[src/rtl/fifo_wr_arbiter.sv]
`default_nettype none
// ============================================================================
//  Module   : fifo_wr_arbiter
//  Purpose  : Round-robin arbiter sharing the asynchronous FIFO write port
//             among NUM_REQ producers in the write-clock domain. One
//             requester is selected per cycle. Its word is latched into a
//             single holding register, and that register drives w_en/data_in.
//             The word stays in the register until the FIFO accepts it, so
//             back-pressure from full never drops or overwrites data.
//  Macro    : WR_ARB_BURST_EN - when defined, a requester may keep the grant
//             for up to BURST_LEN consecutive words. When undefined, rotation
//             is strict after every grant.
//
//  Ports    : wclk      in   write-domain clock (rising edge)
//             wrst      in   synchronous active-high reset
//             req       in   [NUM_REQ]            level request per producer
//             req_data  in   [NUM_REQ*FIFO_WIDTH] flattened request words
//             gnt       out  [NUM_REQ]            one-hot capture strobe (comb)
//             full      in   FIFO full flag
//             w_en      out  registered FIFO write enable
//             data_in   out  [FIFO_WIDTH]         registered FIFO write data
//             wr_count  out  [16]                 accepted-write counter
//             stall     out  registered: w_en & full seen on previous edge
//
//  Revision : 1.0  initial release
// ============================================================================
module fifo_wr_arbiter #(
  parameter int FIFO_WIDTH = 32,
  parameter int NUM_REQ    = 4,
  parameter int BURST_LEN  = 4
) (
  input  logic                          wclk,
  input  logic                          wrst,
  input  logic [NUM_REQ-1:0]            req,
  input  logic [NUM_REQ*FIFO_WIDTH-1:0] req_data,
  output logic [NUM_REQ-1:0]            gnt,
  input  logic                          full,
  output logic                          w_en,
  output logic [FIFO_WIDTH-1:0]         data_in,
  output logic [15:0]                   wr_count,
  output logic                          stall
);

  // --------------------------------------------------------------------------
  // Constants
  // --------------------------------------------------------------------------
  localparam int                 c_PTR_W = (NUM_REQ > 1) ? $clog2(NUM_REQ) : 1;
  localparam logic [c_PTR_W-1:0] c_LAST  = c_PTR_W'(NUM_REQ - 1);

  // Bit 0 of the state is the write enable and bit 1 is the stall flag. Both
  // outputs therefore come straight from flops. 2'b10 is unused.
  localparam logic [1:0] c_ST_IDLE  = 2'b00;
  localparam logic [1:0] c_ST_XFER  = 2'b01;
  localparam logic [1:0] c_ST_STALL = 2'b11;

  // Elaboration-time parameter sanity check.
  if (NUM_REQ < 2 || NUM_REQ > 16 || FIFO_WIDTH < 1 || BURST_LEN < 1) begin : g_param_check
    $error("fifo_wr_arbiter: illegal parameter combination");
  end

  // --------------------------------------------------------------------------
  // Registers and wires
  // --------------------------------------------------------------------------
  logic [1:0]            r_state;
  logic [c_PTR_W-1:0]    r_rr_ptr;
  logic [FIFO_WIDTH-1:0] r_data;
  logic [15:0]           r_wr_count;

  logic                  w_acc;
  logic                  w_load;
  logic                  w_found;
  logic [c_PTR_W-1:0]    w_sel;
  logic [c_PTR_W-1:0]    w_sel_inc;
  logic [c_PTR_W-1:0]    w_ptr_next;
  logic [c_PTR_W:0]      w_cand;
  logic [FIFO_WIDTH-1:0] w_req_word [NUM_REQ];

  // Split the flattened request bus into one word per requester.
  for (genvar g = 0; g < NUM_REQ; g++) begin : g_unpack
    assign w_req_word[g] = req_data[g*FIFO_WIDTH +: FIFO_WIDTH];
  end

  assign w_en     = r_state[0];
  assign stall    = r_state[1];
  assign data_in  = r_data;
  assign wr_count = r_wr_count;

  // --------------------------------------------------------------------------
  // Accept / load qualification
  // --------------------------------------------------------------------------
  // The register can take a new word when it is empty, or when its current
  // word leaves in this same cycle. full therefore reaches gnt
  // combinationally, but it never reaches w_en or data_in.
  assign w_acc  = w_en & ~full;
  assign w_load = (~w_en | w_acc) & (|req) & ~wrst;

  // --------------------------------------------------------------------------
  // Round-robin search: first active request at or above r_rr_ptr, wrapping
  // --------------------------------------------------------------------------
  always_comb begin
    w_sel   = r_rr_ptr;
    w_found = 1'b0;
    w_cand  = '0;
    for (int k = 0; k < NUM_REQ; k++) begin
      w_cand = {1'b0, r_rr_ptr} + (c_PTR_W+1)'(k);
      if (w_cand >= (c_PTR_W+1)'(NUM_REQ)) begin
        w_cand = w_cand - (c_PTR_W+1)'(NUM_REQ);
      end
      if (!w_found && req[w_cand[c_PTR_W-1:0]]) begin
        w_found = 1'b1;
        w_sel   = w_cand[c_PTR_W-1:0];
      end
    end
  end

  assign w_sel_inc = (w_sel == c_LAST) ? '0 : w_sel + c_PTR_W'(1);

  always_comb begin
    gnt = '0;
    if (w_load) begin
      gnt[w_sel] = 1'b1;
    end
  end

  // --------------------------------------------------------------------------
  // Pointer advance policy
  // --------------------------------------------------------------------------
`ifdef WR_ARB_BURST_EN
  localparam int c_CNT_W = $clog2(BURST_LEN + 1);

  logic [c_CNT_W-1:0] r_burst_cnt;
  logic [c_PTR_W-1:0] r_last;
  logic [c_CNT_W-1:0] w_cnt_next;

  // A grant extends the running burst only when it goes to the same
  // requester as the last grant and the burst still has room. Any other grant
  // starts a fresh burst of one. A zero count means that no burst is in
  // progress, which is the case after reset.
  always_comb begin
    if (w_sel == r_last && r_burst_cnt != '0 &&
        r_burst_cnt < c_CNT_W'(BURST_LEN)) begin
      w_cnt_next = r_burst_cnt + c_CNT_W'(1);
    end else begin
      w_cnt_next = c_CNT_W'(1);
    end
    // The pointer stays on the owner while the burst has room. If the owner
    // drops req, the next search starting at the owner skips it anyway.
    if (w_cnt_next < c_CNT_W'(BURST_LEN)) begin
      w_ptr_next = w_sel;
    end else begin
      w_ptr_next = w_sel_inc;
    end
  end

  // The burst count moves only on loads, so stall cycles leave it unchanged.
  always_ff @(posedge wclk) begin
    if (wrst) begin
      r_burst_cnt <= '0;
      r_last      <= '0;
    end else if (w_load) begin
      r_burst_cnt <= w_cnt_next;
      r_last      <= w_sel;
    end
  end
`else
  assign w_ptr_next = w_sel_inc;
`endif

  // --------------------------------------------------------------------------
  // Holding register, pointer and accepted-write counter
  // --------------------------------------------------------------------------
  always_ff @(posedge wclk) begin
    if (wrst) begin
      r_data     <= '0;
      r_rr_ptr   <= '0;
      r_wr_count <= '0;
    end else begin
      if (w_load) begin
        r_data   <= w_req_word[w_sel];
        r_rr_ptr <= w_ptr_next;
      end
      if (w_acc) begin
        r_wr_count <= r_wr_count + 16'd1;
      end
    end
  end

  // --------------------------------------------------------------------------
  // Write-side FSM. The state bits drive w_en and stall directly.
  // --------------------------------------------------------------------------
  always_ff @(posedge wclk) begin
    if (wrst) begin
      r_state <= c_ST_IDLE;
    end else begin
      case (r_state)
        c_ST_IDLE: begin
          if (w_load) begin
            r_state <= c_ST_XFER;
          end
        end
        c_ST_XFER, c_ST_STALL: begin
          // The word is occupied. While full is high it is held in place.
          // Otherwise it is accepted now, and it is refilled only if another
          // request is waiting.
          if (full) begin
            r_state <= c_ST_STALL;
          end else if (w_load) begin
            r_state <= c_ST_XFER;
          end else begin
            r_state <= c_ST_IDLE;
          end
        end
        default: r_state <= c_ST_IDLE;
      endcase
    end
  end

endmodule
`default_nettype wire

[config.mk]
export PLATFORM = sky130hd
export DESIGN_NAME = fifo_wr_arbiter
export DESIGN_NICKNAME = d
export VERILOG_FILES = /design/src/rtl/fifo_wr_arbiter.sv
export SDC_FILE = /design/constraint.sdc
export NUM_CORES = 1
export LEC_CHECK = 0
export BUFFER_PORTS_ARGS = -buffer_cell sky130_fd_sc_hd__buf_2
export CAP_MARGIN = 15
export CORE_MARGIN = 2
export CORE_UTILIZATION = 45
export CTS_CLUSTER_DIAMETER = 200
export DETAILED_ROUTE_END_ITERATION = 8
export PLACE_DENSITY = 0.89
export SLEW_MARGIN = 5
export SYNTH_ARGS = -nofsm -noshare
export SYNTH_HDL_FRONTEND = slang
export SYNTH_SLANG_ARGS = --single-unit
[constraint.sdc]
create_clock -name wclk -period 3.98 [get_ports wclk]
set_clock_uncertainty 0.15 [all_clocks]
set_input_delay 0.796 -clock wclk [delete_from_list [all_inputs] [get_ports wclk]]
set_output_delay 0.796 -clock wclk [all_outputs]
set_load 0.005 [all_outputs]
==> metrics <==
Top-Level Pins 189; synthesis-to-layout area growth 38.7%; fraction of the mapped netlist area in adder cells 0.00907; worst path required time 3.03 ns; clk sink count 52; Yosys top cell area share 0.377; Warnings, synthesis 0; drt wl/cell 15.9 um; CP startpoint kind primary input; Mapped Area 2760 sq um; Syn Nets 429; Initial Utilization 0.466; RSZ-0062 raised after global routing false; total power per unit cell area 412 nW/um^2; routed wire length 8730 um; Pre-antenna DRT Iters 4; layout cells sized above 1 0.433; Die ar. 6770 sq um; fmax 0.320 GHz; DIE WIDTH 82.3 um; crit path time final 3.13 ns; count of different cell masters after synthesis 33; CP Cell Sequence buf_2 > a221oi_2 > nand2b_1 > nor2_1 > buf_2; first-pass GRT wire length 12600 um; multiplexer share of the synthesized area 0.236; Antenna Nets Post-Route 0; Most Crowded Layer GR met2; CTS clk-pin slew, worst paths 0.09 ns; DR iter-0 viols 99; post-synthesis average cell area 9.44 sq um; post-detail-place hpwl 6900 um; worst rel slew slack 0.568; grt ovf 0; Setup CP Type primary input to output port; Synth area leaders dfxtp_1, mux2i_1, o221ai_1; Worst VDD drop 245 uV; Critical Path Slowest Stage Cell a221oi_2; htree depth 2; post_cts resized 0; Top delay family on crit path simple AND/OR/NAND/NOR gates; met3 Track Usage GR 0.0707; vias 3001; num rows 28; residual DRC count 0; final design utilization 0.646; fraction of registers with async set/reset 0; Die Ht 82.3 um; PnR worst setup slack 0.852 ns; Critical Path AT 2.18 ns; Routability Congestion 0.819; Final Hold Fails 0; Core Box Area 5920 sq um; synthesized instance count 292; post-CTS setup buffer count 0; final slew viol count 0; sum of negative setup slack 0 ns; static leakage 1.93 nW; post-synthesis simple-gate area fraction 0.148; Final Cycle Share 0.786; crit path max fanout 22; hold_buf cts 0; post-synthesis compound-gate area fraction 0.137; CTS Buffer Depth 2; Final setup viols 0; most frequent cell after synthesis mux2i_1; largest family of logic cells by synthesized area multiplexers; NumNets Final 609; GR Util met2 0.436; Hold WC Path Type flip-flop to flip-flop; GRT Total Usage 0.241; cell taking the most area after synthesis dfxtp_1; critical path's most frequent cell buf_2; I/O Buffers 188; largest net degree at the start of global routing 42; Post-synth EDFFs 0; crit path buf inv count 2; Synth Register Bits 52; initial antenna violation count 0; Antenna diodes 0; Seq/Total Area, Yosys 0.377; Via-to-Cell Ratio 5.48; pre-CTS setup slack 0.850 ns; CTS tree yes; total of max-cap violations 0; clock root buffer clkbuf_8; vias in the first global route 2778; max incr delay on CP 0.48 ns; leading register cell type out of synthesis dfxtp_1; Post-synth top cells mux2i_1, dfxtp_1, nand2_1, o221ai_1, nor2_1; CTS Buf Count 5; CP Capture Type output port; met1 Use GR 0.257; status finished, final reports clean; fillers 503; Slew @ Worst Pin 0.649 ns; xor/xnor share of the synthesized area 0.0413; worst skew pair latency 0.29 ns
-- through the flow --
stage | cells | total power [W] | cell area [sq um] | hold WS (ns)
floorplan | 292 | 0.00105 | 2760 | 0.307
global placement | 540 | 0.00125 | 3730 | 0.290
detailed placement | 540 | 0.00127 | 3730 | 0.293
CTS | 548 | 0.00159 | 3820 | 0.322
global route | 548 | 0.00166 | 3820 | 0.344
finish | 548 | 0.00158 | 3820 | 0.317
-- final timing paths --
check                     end  slack (ns)  cells past startpoint        start
hold / removal     data_in[9]        0.32                      2   data_in[9]
hold reg to reg    data_in[9]        0.32                      2   data_in[9]
setup / recovery       gnt[0]        0.85                      5         wrst
setup reg to reg  data_in[27]        1.45                      6  r_rr_ptr[0]
-- flip-flops by register name, summed over array words and instances (netlist names) --
register	count
data_in	32
wr_count	16
r_rr_ptr	2
r_state	2
-- cell type report --
class / instances / area [sq um] / share of cell area
Timing Repair Buffer: 194 / 986 / 0.258
Sequential cell: 52 / 1040 / 0.272
Inverter: 5 / 18.8 / 0.00491
Multi-Input combinational cell: 214 / 1590 / 0.416
Clock inverter: 1 / 7.51 / 0.00196
Clock buffer: 7 / 86.3 / 0.0226
Tap cell: 75 / 93.8 / 0.0245
-- kinds of logic (layout without fill, tap and decap cells) --
group,after synthesis,count (layout)
AO/OA/AOI/OAI,45,45
XOR/XNOR,13,13
adder cells (fa/ha/maj),2,2
buffers and inverters,26,207
flip-flops,52,52
multiplexers,65,65
AND/OR/NAND/NOR,89,89
-- metal layers --
metal,share of wire,wire length (um),vias up
met3,0.075,657,26
li1,-,-,1425
met1,0.36,3170,1397
met4,0.035,302,0
met5,0,0,-
met2,0.53,4590,153
-- layout by cell type (no fill, tap or decap), drive strengths merged --
cell      synthesis  layout
and4              3       3
ha                2       2
a31oi             1       1
nor2b             3       3
a221oi            2       2
a32o              1       1
o221ai           32      32
mux2i            65      65
xor2              8       8
clkinvlp          0       1
nand3             2       2
buf              12     194
xnor2             5       5
nor2             22      22
o21ai             4       4
or3               2       2
dfxtp            52      52
a21oi             3       3
and2              1       1
nand4             4       4
nor3b             1       1
nand2b            5       5
nor3              1       1
a311oi            1       1
nand2            42      42
clkbuf            9       7
inv               5       5
a211oi            1       1
and3              3       3
-- power breakdown --
part	switching [W]	internal [W]
sequential	0.0000599	0.000615
combinational	0.000292	0.000297
clock	0.000171	0.000142
-- worst min-delay path: stages, from the launching register on --
cell	delay [ns]
dfxtp_1	0.33
nand2_1	0.05
o221ai_1	0.06
Note: power is estimated with default switching activity, not from simulation.
